## src/rtl/call_button_conditioner.sv

```systemverilog
// Per-channel call-button conditioner: synchronize, debounce, emit a single gated
// T pulse per accepted press, and flag buttons held beyond STUCK_CYCLES.
module call_button_conditioner #(
  parameter int NUM_BTN      = 4,
  parameter int DB_CYCLES    = 16,
  parameter int STUCK_CYCLES = 1000
) (
  input  logic               clk,
  input  logic               reset,
  input  logic [NUM_BTN-1:0] btn_raw,
  input  logic               enable,
  output logic [NUM_BTN-1:0] T,
  output logic [NUM_BTN-1:0] btn_level,
  output logic [NUM_BTN-1:0] stuck
);

  localparam int DB_W   = $clog2(DB_CYCLES);
  localparam int HOLD_W = $clog2(STUCK_CYCLES + 1);
  localparam logic [DB_W-1:0]   DB_LAST  = DB_W'(DB_CYCLES - 1);
  localparam logic [HOLD_W-1:0] HOLD_MAX = HOLD_W'(STUCK_CYCLES);

  typedef enum logic [1:0] {
    IDLE         = 2'd0,
    PRESS_WAIT   = 2'd1,
    HELD         = 2'd2,
    RELEASE_WAIT = 2'd3
  } state_t;

  logic [NUM_BTN-1:0] r_sync1;
  logic [NUM_BTN-1:0] r_sync2;

  always_ff @(posedge clk or posedge reset) begin
    if (reset) begin
      r_sync1 <= '0;
      r_sync2 <= '0;
    end else begin
      r_sync1 <= btn_raw;
      r_sync2 <= r_sync1;
    end
  end

  for (genvar g = 0; g < NUM_BTN; g++) begin : g_ch
    state_t              r_state;
    state_t              w_next;
    logic [DB_W-1:0]     r_db_cnt;
    logic [DB_W-1:0]     w_db_cnt_nxt;
    logic [HOLD_W-1:0]   r_hold;
    logic [HOLD_W-1:0]   w_hold_nxt;
    logic                w_sync;
    logic                w_t_nxt;
    logic                w_level_nxt;
    logic                w_stuck_nxt;
    logic                r_t;
    logic                r_level;
    logic                r_stuck;

    assign w_sync = r_sync2[g];

    always_ff @(posedge clk or posedge reset) begin
      if (reset) begin
        r_state  <= IDLE;
        r_db_cnt <= '0;
      end else begin
        r_state  <= w_next;
        r_db_cnt <= w_db_cnt_nxt;
      end
    end

    always_comb begin
      w_next       = r_state;
      w_db_cnt_nxt = r_db_cnt;
      case (r_state)
        IDLE: begin
          if (w_sync) begin
            w_next       = PRESS_WAIT;
            w_db_cnt_nxt = '0;
          end
        end
        PRESS_WAIT: begin
          if (!w_sync)                w_next = IDLE;
          else if (r_db_cnt == DB_LAST) w_next = HELD;
          else                        w_db_cnt_nxt = r_db_cnt + 1'b1;
        end
        HELD: begin
          if (!w_sync) begin
            w_next       = RELEASE_WAIT;
            w_db_cnt_nxt = '0;
          end
        end
        RELEASE_WAIT: begin
          if (w_sync)                 w_next = HELD;
          else if (r_db_cnt == DB_LAST) w_next = IDLE;
          else                        w_db_cnt_nxt = r_db_cnt + 1'b1;
        end
        default: w_next = IDLE;
      endcase
    end

    // Outputs are computed from the transition and registered, so T and btn_level rise together.
    always_comb begin
      w_t_nxt     = (r_state == PRESS_WAIT) && (w_next == HELD) && enable;
      w_level_nxt = (w_next == HELD) || (w_next == RELEASE_WAIT);
      w_hold_nxt  = r_hold;
      if (w_next == IDLE)
        w_hold_nxt = '0;
      else if (((r_state == HELD) || (r_state == RELEASE_WAIT)) && (r_hold != HOLD_MAX))
        w_hold_nxt = r_hold + 1'b1;
      w_stuck_nxt = (w_hold_nxt == HOLD_MAX);
    end

    always_ff @(posedge clk or posedge reset) begin
      if (reset) begin
        r_hold  <= '0;
        r_t     <= 1'b0;
        r_level <= 1'b0;
        r_stuck <= 1'b0;
      end else begin
        r_hold  <= w_hold_nxt;
        r_t     <= w_t_nxt;
        r_level <= w_level_nxt;
        r_stuck <= w_stuck_nxt;
      end
    end

    assign T[g]         = r_t;
    assign btn_level[g] = r_level;
    assign stuck[g]     = r_stuck;
  end

endmodule

```

## config.mk

```make
export PLATFORM = sky130hd
export DESIGN_NAME = call_button_conditioner
export DESIGN_NICKNAME = d
export VERILOG_FILES = /design/src/rtl/call_button_conditioner.sv
export SDC_FILE = /design/constraint.sdc
export NUM_CORES = 1
export LEC_CHECK = 0
export ABC_AREA = 1
export BUFFER_PORTS_ARGS = -buffer_cell sky130_fd_sc_hd__buf_2
export CORE_MARGIN = 2
export CORE_UTILIZATION = 60
export CTS_CLUSTER_DIAMETER = 80
export DETAILED_ROUTE_END_ITERATION = 12
export PLACE_DENSITY = 0.83
export SLEW_MARGIN = 15
export SYNTH_ARGS = -nofsm -noshare
export SYNTH_HDL_FRONTEND = slang
export SYNTH_SLANG_ARGS = --single-unit
```

## constraint.sdc

```tcl
create_clock -name clk -period 6.9 [get_ports clk]
set_input_delay 0.345 -clock clk [delete_from_list [all_inputs] [get_ports clk]]
set_output_delay 0.345 -clock clk [all_outputs]
set_load 0.01 [all_outputs]
```

==> impl_metrics.env, run 1 <==
export IMPL_hp_class="primary input to async pin"
export IMPL_outcome="complete, no violations"
export IMPL_slew_headroom=0.610
export IMPL_worstSkewPairLatency_ns=0.36
export IMPL_worstSetupPathType="flip-flop to flip-flop"
export IMPL_fmaxAchievable_mhz=542
export IMPL_whs_ns=0.00789
export IMPL_power_leakage_nw=2.61
export IMPL_io_buffers=18
export IMPL_finClkSkew_ns=0.0111
export IMPL_diodes=0
export IMPL_nets=642
export IMPL_fin_setup_tns_ns=0
export IMPL_crit_required_ns=7.19
export IMPL_instances_no_fill=729
export IMPL_worstMarginPinSlew_ns=0.585
export IMPL_internal_power_w=0.000644
export IMPL_end_kind="flip-flop"
export IMPL_cp_max_fo=8
export IMPL_drive_gt1_frac=0.115
export IMPL_postRouteAntennaNets=0
export IMPL_via_per_inst=5.28
export IMPL_slew_violations=0
export IMPL_grt_total_usage=0.231
export IMPL_swShare=0.251
export IMPL_cts_resized=0
export IMPL_antenna_found_initial=0
export IMPL_wire_per_inst_um=12.2
export IMPL_rows=32
export IMPL_drv_max_cap_violation_count=0
export IMPL_grt_pass1_wl_um=15800
export IMPL_p_comb_frac=0.054
export IMPL_cts_path_max_buffers=2
export IMPL_totalPowerFinal_w=0.000860
export IMPL_synth_distinct_cells=37
export IMPL_setup_viol=0
export IMPL_cts_tree="built"
export IMPL_critPathLaunchType="flip-flop"
export IMPL_drt_pass1_iterations=5
export IMPL_boundaryPins=19
export IMPL_yosysSeqAreaShare=0.434
export IMPL_die_x_um=92.3
export IMPL_place_gp_congestion=0.913
export IMPL_crit_arrival_ns=2.14
export IMPL_path_clk_slew_ns=0.09
export IMPL_peakVddDrop_mv=0.126
export IMPL_syn_area_mm2=0.00467
export IMPL_place_inst=714
export IMPL_synth_nets=630
export IMPL_fin_crit_ns=1.84
export IMPL_power_share_clock=0.364
export IMPL_stdcell_area_mm2=0.00495
export IMPL_grt_pass1_vias=3652
export IMPL_synth_ff_type="dfrtp_1"
export IMPL_gr_total_overflow=0
export IMPL_syn_avg_cell_area_um2=7.65
export IMPL_p_per_area_mw_per_mm2=174
export IMPL_htreeDepth=3
export IMPL_drtIter0Drc=190
export IMPL_syn_to_final_growth_pct=5.89
export IMPL_syn_inst=611
export IMPL_finalCritPeriodShare=0.267
export IMPL_coreArea_mm2=0.00765
export IMPL_cts_sinks=81
export IMPL_drc=0
export IMPL_root_buffer="clkbuf_8"
export IMPL_synth_edf_count=0
export IMPL_die_area_mm2=0.00851
export IMPL_power_switching_w=0.000215
export IMPL_grt_max_degree=49
export IMPL_hold_buffers=0
export IMPL_async_flop_share=1.00
export IMPL_start_util=0.611
export IMPL_rsz0062_at_grt="no"
export IMPL_dpl_cell_area_mm2=0.00477
export IMPL_vias=3848
export IMPL_post_cts_buffers=0
export IMPL_die_height_um=92.3
export IMPL_cts_buffers=9
export IMPL_finalWirelength_um=8920
export IMPL_yosys_warnings=0
export IMPL_p_seq_frac=0.582
export IMPL_dpl_hpwl_um=6690
export IMPL_final_hold_violation_count=0
export IMPL_ys_seq_elements=81
[cells by family (layout without fill, tap and decap cells)]
family,count (synthesis),after routing,share of synthesized area
AOI/OAI and AO/OA,56,56,0.0669
adders and majority gates,12,12,0.0321
DFF,81,81,0.434
and+or+nand+nor,333,333,0.332
muxes,1,1,0.00214
buffers and inverters,112,128,0.103
xor gates and xnor gates,16,16,0.0300
[worst max-delay path, cell delays in order (launching register included)]
cell and delay (ns):
dfrtp_1 0.42, ha_1 0.24, nand4_1 0.15, nand2_1 0.09, nand2_1 0.24, inv_1 0.17
nor2_2 0.14, nand2_1 0.06, nor2_1 0.12, nand2_1 0.07, nor2_1 0.09
[metrics by stage]
stage	setup slack (ns)	utilization
floorplan	4.47	-
global placement	5.18	0.624
detailed placement	5.07	0.624
CTS	5.05	0.647
global route	4.79	0.647
finish	5.06	0.647
[synth_stat cells (3+ instances only)]
library cell	instances	area (um2)
ha_1	12	150
nand4_1	13	81.3
nor2_2	9	56.3
buf_4	13	97.6
o21ai_0	16	80.1
inv_1	87	327
xor2_1	12	105
a21oi_1	25	125
o21ai_1	5	25.0
nand2_1	169	634
nor2_1	50	188
nand3_1	57	285
inv_2	6	22.5
o21a_1	4	30.0
nand3b_1	8	60.1
nor3_1	4	20.0
nor4_1	4	25.0
dfrtp_1	81	2030
nand2_4	5	56.3
nand3_2	3	30.0
buf_2	4	20.0
xnor2_1	4	35.0
[cells in the final DEF, fill, tap and decap left out, drive strengths merged]
master,Yosys,final
nand2,176,176
inv,93,94
dfrtp,81,81
nand3,62,62
nor2,61,61
a21oi,26,26
o21ai,23,23
buf,18,19
nand4,13,13
xor2,12,12
ha,12,12
clkbuf,0,10
nand3b,8,8
nor3,6,6
xnor2,4,4
nor4,4,4
o21a,4,4
clkinvlp,0,3
or2,2,2
clkinv,1,2
o21bai,2,2
and2,1,1
o31ai,1,1
mux2i,1,1
[flip-flops by register name, summed over array words and instances, names as in the netlist]
name and count:
g_ch.r_db_cnt 16, g_ch.r_hold 40, g_ch.r_level 4, g_ch.r_state 5, g_ch.r_stuck 4, g_ch.r_t 4
r_sync1 4, r_sync2 4
[power by group through the flow]
stage | logic, W | registers, W | clock network (W)
2_1_floorplan | 0.0000355 | 0.000506 | 0
3_3_place_gp | 0.0000438 | 0.000508 | 0
3_5_place_dp | 0.0000475 | 0.000509 | 0
4_1_cts | 0.0000478 | 0.000500 | 0.000321
5_1_grt | 0.0000557 | 0.000503 | 0.000340
6_report | 0.0000466 | 0.000500 | 0.000313
[per-layer routing]
layer / share of wire / up-vias / track usage
met5: 0 / - / 0
met4: 0.015 / 0 / 0.0759
met1: 0.44 / 1790 / 0.286
li1: - / 1951 / -
met2: 0.50 / 93 / 0.407
met3: 0.044 / 14 / 0.0460
[final timing paths]
kind / start / to / slack, ns / cells past startpoint
min: reset / g_ch[0].r_t$_DFF_PP0_ / 0.008 / 2
max: g_ch[0].r_db_cnt[0]$_DFFE_PP0P_ / g_ch[0].r_stuck$_DFF_PP0_ / 5.06 / 10
max in group asynchronous: reset / g_ch[2].r_hold[7]$_DFF_PP0_ / 5.91 / 3
min reg2reg: r_sync1[1]$_DFF_PP0_ / r_sync2[1]$_DFF_PP0_ / 0.36 / 0
min in group clk: btn_raw[0] / r_sync1[0]$_DFF_PP0_ / 0.09 / 1
max reg2reg: g_ch[0].r_db_cnt[0]$_DFFE_PP0P_ / g_ch[0].r_stuck$_DFF_PP0_ / 5.06 / 10
[layout make-up]
type                    instances  area [um2]
well taps                     102         128
repair buffers                 19        97.6
clock inverters                 5        40.0
clock buffers                  10         138
flip-flops and latches         81        2030
multi-input cells             418        2160
fillers                       635        2700
inverters                      94         354
Note: power is estimated with default switching activity, not from simulation.
==> run 2: changes to the inputs <==
==> constraint.sdc (replaced) <==
create_clock -name clk -period 1.73 [get_ports clk]
set_input_delay 0.0865 -clock clk [delete_from_list [all_inputs] [get_ports clk]]
set_output_delay 0.0865 -clock clk [all_outputs]
set_load 0.01 [all_outputs]
==> run 2 against run 1 <==
  * Sequential power grew to 4.0 times the previous value
  * Fmax grew 3.0%
  * Final cell count grew 4.9%
  * Highest routed layer unchanged
  * Critical path depth rose by 2
  * First-iteration DRC count is 30% higher
  * The run now ends with setup timing left
  * Core utilization up 7.1 points
  * Non-clock buffer count rose by 33
  * Global-route usage increased by 1.0 points
  * Clock power increased to 4.6 times the previous value
==> impl_metrics.env, run 2 (synthesis gave the netlist of run 1 again) <==
export IMPL_outcome="complete, but fails checks"
export IMPL_violations="setup timing"
export IMPL_cp_max_fo=7
export IMPL_nets=677
export IMPL_peakVddDrop_mv=0.477
export IMPL_critPathLaunchType="flip-flop"
export IMPL_worstMarginPinSlew_ns=0.604
export IMPL_finalWirelength_um=10400
export IMPL_fin_setup_tns_ns=-0.0607
export IMPL_root_buffer="clkbuf_8"
export IMPL_wl_met3_um=443
export IMPL_setup_ws_ns=-0.0607
export IMPL_die_height_um=92.3
export IMPL_cts_tree="built"
export IMPL_finClkSkew_ns=0.00910
export IMPL_top_register="g_ch.r_hold"
export IMPL_grt_total_usage=0.241
export IMPL_cts_sinks=81
export IMPL_power_leakage_nw=2.81
export IMPL_layout_commonest_cell="nand2_1"
export IMPL_drtIter0Drc=247
export IMPL_postRouteAntennaNets=0
export IMPL_htreeDepth=3
export IMPL_reg_top3="g_ch.r_hold (40), g_ch.r_db_cnt (16), g_ch.r_state (5)"
export IMPL_worstSkewPairLatency_ns=0.35
export IMPL_drc=0
export IMPL_post_route_util=0.719
export IMPL_cts_path_max_buffers=2
export IMPL_syn_to_final_growth_pct=17.6
export IMPL_fillers=553
export IMPL_hp_class="primary input to flip-flop"
export IMPL_antenna_found_initial=0
export IMPL_wire_per_inst_um=13.6
export IMPL_gr_total_overflow=0
export IMPL_stdcell_area_mm2=0.00550
export IMPL_coreArea_mm2=0.00765
export IMPL_p_per_area_mw_per_mm2=665
export IMPL_final_cell_mix="nand2_1, inv_1, dfrtp_1"
export IMPL_io_buffers=18
export IMPL_grt_max_degree=32
export IMPL_setup_viol=1
export IMPL_end_kind="flip-flop"
export IMPL_die_x_um=92.3
export IMPL_fin_crit_ns=1.79
export IMPL_regArea_mm2=0.00203
export IMPL_multi_input_area_mm2=0.00239
export IMPL_grt_pass1_vias=3914
export IMPL_dpl_hpwl_um=6880
export IMPL_dpl_cell_area_mm2=0.00486
export IMPL_fmaxAchievable_mhz=558
export IMPL_worstSetupPathType="flip-flop to flip-flop"
export IMPL_drt_pass1_iterations=4
export IMPL_rsz0062_at_grt="yes"
export IMPL_met2_length_um=5370
export IMPL_crit_required_ns=2.02
export IMPL_vias=4158
export IMPL_slew_violations=0
export IMPL_path_clk_slew_ns=0.09
export IMPL_highest_layer="met4"
export IMPL_cts_buffers=9
export IMPL_start_util=0.611
export IMPL_place_gp_congestion=0.909
export IMPL_dp_slack_ns=-0.0184
export IMPL_drv_max_cap_violation_count=0
export IMPL_die_area_mm2=0.00851
export IMPL_via_per_inst=5.44
export IMPL_diodes=0
export IMPL_largest_register_ffs=40
export IMPL_grt_pass1_wl_um=16600
export IMPL_rows=32
export IMPL_boundaryPins=19
export IMPL_final_hold_violation_count=0
export IMPL_wl_met1_um=4340
export IMPL_crit_arrival_ns=2.08
export IMPL_drive_gt1_frac=0.216
export IMPL_finalCritPeriodShare=1.04
export IMPL_slew_headroom=0.597
## run 2: final timing paths
| check | end | slack, ns | from | cells after the start |
|---|---|---|---|---|
| setup / recovery | g_ch[3].r_stuck$_DFF_PP0_ | -0.06 | g_ch[3].r_hold[1]$_DFF_PP0_ | 12 |
| hold / removal | g_ch[0].r_t$_DFF_PP0_ | 0.11 | enable | 3 |
| setup reg to reg | g_ch[3].r_stuck$_DFF_PP0_ | -0.06 | g_ch[3].r_hold[1]$_DFF_PP0_ | 12 |
| hold reg to reg | r_sync2[3]$_DFF_PP0_ | 0.35 | r_sync1[3]$_DFF_PP0_ | 0 |
| max in group asynchronous | g_ch[2].r_hold[0]$_DFF_PP0_ | 0.83 | reset | 4 |
| min in group asynchronous | g_ch[0].r_t$_DFF_PP0_ | 0.35 | reset | 3 |
## run 2: layer usage
metal	vias to the layer above	global-route usage
met3	30	0.0403
met2	123	0.419
met5	-	0
li1	2023	-
met4	0	0.102
met1	1982	0.298
## run 2: cell type report
cell class / instances / area share
Timing Repair Buffer: 52 / 0.0704
Inverter: 94 / 0.0649
Clock buffer: 9 / 0.0225
Tap cell: 102 / 0.0232
Sequential cell: 81 / 0.369
Clock inverter: 7 / 0.0153
Multi-Input combinational cell: 420 / 0.435
## run 2: power by group
| part | internal [W] | switching, W |
|---|---|---|
| Sequential | 0.00194 | 0.0000508 |
| Clock | 0.000694 | 0.000732 |
| Combinational | 0.0000964 | 0.000139 |
| Total | 0.00274 | 0.000921 |
## run 2: timing repair
item	CTS	global route
gates resized for setup	0	56
setup endpoints to repair	2	7
pin swaps	2	29
buffers inserted	3	17
endpoints found under the hold margin	28	0
cloned	1	1
hold buffers	5	0
## run 2: metrics by stage
stage               hold WS (ns)  std cells  power (W)
CTS                       0.0907        747    0.00367
floorplan                  0.118        611    0.00216
global placement           0.180        722    0.00222
finish                     0.110        765    0.00366
global route               0.103        765    0.00382
detailed placement         0.188        722    0.00224
## run 2: critical path: stages, from the launching register on
cell and delay (ns):
dfrtp_1 0.44, inv_2 0.11, ha_4 0.15, nand2_4 0.05, nor2_4 0.13, nand3_4 0.17, nand2_4 0.15, nand2_1 0.06
nand3_1 0.09, nand3_1 0.10, nor2_1 0.11, nand2_1 0.06, nor2_2 0.10
==> run 3: changes to the inputs <==
--- a/config.mk
+++ b/config.mk
@@ -5,13 +5,12 @@
 export SDC_FILE = /design/constraint.sdc
 export NUM_CORES = 1
 export LEC_CHECK = 0
-export ABC_AREA = 1
-export BUFFER_PORTS_ARGS = -buffer_cell sky130_fd_sc_hd__buf_2
 export CORE_MARGIN = 2
 export CORE_UTILIZATION = 60
 export CTS_CLUSTER_DIAMETER = 80
 export DETAILED_ROUTE_END_ITERATION = 12
-export PLACE_DENSITY = 0.83
+export DONT_BUFFER_PORTS = 1
+export PLACE_DENSITY = 0.81
 export SLEW_MARGIN = 15
 export SYNTH_ARGS = -nofsm -noshare
 export SYNTH_HDL_FRONTEND = slang
==> run 3 against run 2 <==
  * The run still ends with setup timing left
  * Clock power barely moved
  * Power rose by 2.9%
  * Die area fell by 11%
  * Core utilization rose by 4.0 points
  * Fmax fell by 7.4%
  * Clock skew rose by 0.0045 ns
  * Hold slack got worse by 0.071 ns
  * Area after synthesis fell by 11%
  * Flip-flop and latch count did not move
  * Critical path depth fell by 5
  * Critical path type unchanged
  * Critical endpoint is now g_ch[1].r_stuck$_DFF_PP0_
  * Largest power group unchanged
==> impl_metrics.env, run 3 <==
export IMPL_htreeDepth=3
export IMPL_p_comb_frac=0.074
export IMPL_crit_start="g_ch[1].r_hold[0]$_DFF_PP0_"
export IMPL_fin_crit_ns=1.93
export IMPL_async_flop_share=1.00
export IMPL_hold_path_depth=2
export IMPL_finalCritPeriodShare=1.12
export IMPL_postRouteAntennaNets=0
export IMPL_synth_nets=455
export IMPL_antenna_found_initial=0
export IMPL_synth_top_cell_by_area="dfrtp_1"
export IMPL_path_cells="buf_4 -> ha_2 -> nand4_1 -> xor2_1 -> nand2_1 -> or4_4 -> a211oi_2"
export IMPL_swShare=0.262
export IMPL_power_switching_w=0.000984
export IMPL_critPathBufInv=1
export IMPL_r2r_end="g_ch[1].r_stuck$_DFF_PP0_"
export IMPL_drt_pass1_iterations=5
export IMPL_finClkSkew_ns=0.0136
export IMPL_grt_pass1_wl_um=15600
export IMPL_internal_power_w=0.00278
export IMPL_vias=3506
export IMPL_post_route_util=0.758
export IMPL_grt_total_usage=0.265
export IMPL_final_cell_mix="dfrtp_1, buf_4, nand2_1"
export IMPL_grt_pass1_vias=3463
export IMPL_slew_violations=0
export IMPL_reg_top3="g_ch.r_hold (40), g_ch.r_db_cnt (16), g_ch.r_state (5)"
export IMPL_rr_startpoint="g_ch[1].r_hold[0]$_DFF_PP0_"
export IMPL_power_leakage_nw=2.24
export IMPL_die_area_mm2=0.00758
export IMPL_via_per_inst=6.00
export IMPL_dpl_hpwl_um=6160
export IMPL_end_kind="flip-flop"
export IMPL_syn_avg_cell_area_um2=9.49
export IMPL_die_x_um=87.1
export IMPL_peakVddDrop_mv=0.559
export IMPL_nets=518
export IMPL_cts_buffers=9
export IMPL_setup_viol=2
export IMPL_syn_inst=436
export IMPL_worstMarginPinSlew_ns=0.582
export IMPL_netlist_top_cells_area="dfrtp_1, nand2_1, nor2_1"
export IMPL_synth_edf_count=0
export IMPL_p_per_area_mw_per_mm2=738
export IMPL_crit_required_ns=2.00
export IMPL_io_buffers=0
export IMPL_setup_ws_ns=-0.204
export IMPL_r2r_setup_slack_ns=-0.20
export IMPL_violations="setup timing"
export IMPL_boundaryPins=19
export IMPL_syn_area_mm2=0.00414
export IMPL_cp_slowest_cell="or4_4"
export IMPL_min_to="g_ch[0].r_t$_DFF_PP0_"
export IMPL_diodes=0
export IMPL_multi_input_area_mm2=0.00209
export IMPL_crit_arrival_ns=2.21
export IMPL_hp_class="primary input to flip-flop"
export IMPL_rows=30
export IMPL_yosysMostFrequentCell="dfrtp_1"
export IMPL_yosysSeqAreaShare=0.490
export IMPL_wire_per_inst_um=16.6
export IMPL_synth_distinct_cells=50
export IMPL_syn_to_final_growth_pct=23.1
export IMPL_drive_gt1_frac=0.276
export IMPL_gr_total_overflow=0
export IMPL_worstRegToRegCells=7
export IMPL_yosys_warnings=0
export IMPL_worstSetupPathType="flip-flop to flip-flop"
export IMPL_start_util=0.616
export IMPL_critPathLaunchType="flip-flop"
export IMPL_path_clk_slew_ns=0.09
export IMPL_slew_headroom=0.612
export IMPL_dpl_cell_area_mm2=0.00457
export IMPL_die_height_um=87.1
export IMPL_finalWirelength_um=9690
export IMPL_layout_commonest_cell="dfrtp_1"
export IMPL_ys_top_cells_by_count="dfrtp_1, nand2_1, nor2_1"
export IMPL_final_hold_violation_count=0
export IMPL_outcome="complete, but fails checks"
export IMPL_place_gp_congestion=0.886
export IMPL_cts_path_max_buffers=2
export IMPL_fillers=399
export IMPL_cp_max_fo=3
export IMPL_synth_ff_type="dfrtp_1"
export IMPL_cts_sinks=81
export IMPL_critical_path_top_delay_family="simple AND/OR/NAND/NOR gates"
export IMPL_yosys_area_top_type_share=0.490
export IMPL_power_share_clock=0.377
export IMPL_coreArea_mm2=0.00672
export IMPL_grt_max_degree=47
export IMPL_ys_seq_elements=81
export IMPL_largest_register_ffs=40
export IMPL_worstSkewPairLatency_ns=0.35
export IMPL_rsz0062_at_grt="yes"
export IMPL_cpPeakStageDelay_ns=0.51
export IMPL_cts_tree="built"
export IMPL_min_delay_start="enable"
export IMPL_p_seq_frac=0.549
export IMPL_root_buffer="clkbuf_8"
export IMPL_top_register="g_ch.r_hold"
export IMPL_drc=0
export IMPL_drtIter0Drc=238
export IMPL_stdcell_area_mm2=0.00510
export IMPL_regArea_mm2=0.00203
export IMPL_drv_max_cap_violation_count=0
export IMPL_fmaxAchievable_mhz=517
## run 3: worst max-delay path by stage
stage / slack [ns] / cells after the start / to
finish: -0.20 / 7 / g_ch[1].r_stuck$_DFF_PP0_
global route: -0.27 / 7 / g_ch[1].r_stuck$_DFF_PP0_
CTS: -0.13 / 7 / g_ch[1].r_stuck$_DFF_PP0_
detailed placement: -0.12 / 5 / g_ch[1].r_stuck$_DFF_PP0_
global placement: -0.06 / 5 / g_ch[1].r_stuck$_DFF_PP0_
floorplan: -0.11 / 7 / g_ch[1].r_stuck$_DFF_PP0_
## run 3: layer usage
layer | global-route usage | vias up | wire (um)
met5 | 0 | - | 0
met4 | 0.135 | 0 | 278
met3 | 0.0474 | 41 | 461
met2 | 0.446 | 127 | 4890
met1 | 0.327 | 1718 | 4060
li1 | - | 1620 | -
## run 3: logic make-up (layout without fill, tap and decap cells)
family,after synthesis,in the layout,share of synthesized area
AOI/OAI and AO/OA,70,70,0.103
xor gates and xnor gates,33,33,0.0698
adders and majority gates,12,12,0.0363
buffers and inverters,46,114,0.0544
DFF,81,81,0.490
muxes,9,9,0.0227
and+or+nand+nor,185,185,0.224
## run 3: repair_timing
action | CTS | global route
hold buffers | 6 | 0
pin swaps | 5 | 15
setup buffers | 4 | 6
setup endpoints to repair | 3 | 17
endpoints found under the hold margin | 86 | 0
gates resized for setup | 7 | 44
## run 3: cell type report
cell class                 instances  share of cell area
multi-input combinational        309               0.411
sequential                        81               0.399
timing repair buffer              74               0.113
clock buffer                       9              0.0243
tap                               80              0.0196
inverter                          24              0.0184
clock inverter                     7              0.0152
## run 3: power by group through the flow
stage | Clock, W | Sequential, W | Combinational (W)
floorplan | 0 | 0.00208 | 0.000182
global placement | 0 | 0.00209 | 0.000244
detailed placement | 0 | 0.00210 | 0.000260
CTS | 0.00144 | 0.00206 | 0.000273
global route | 0.00153 | 0.00208 | 0.000324
finish | 0.00142 | 0.00207 | 0.000279
## run 3: through the flow
| stage | power [W] | hold slack (ns) | std cells | setup WS [ns] | setup TNS (ns) |
|---|---|---|---|---|---|
| 2_1_floorplan | 0.00226 | 0.118 | 436 | -0.110 | -0.110 |
| 3_3_place_gp | 0.00233 | 0.106 | 554 | -0.0636 | -0.100 |
| 3_5_place_dp | 0.00236 | 0.110 | 554 | -0.120 | -0.221 |
| 4_1_cts | 0.00377 | 0.0191 | 580 | -0.132 | -0.146 |
| 5_1_grt | 0.00394 | 0.0183 | 584 | -0.274 | -0.439 |
| 6_report | 0.00376 | 0.0390 | 584 | -0.204 | -0.216 |
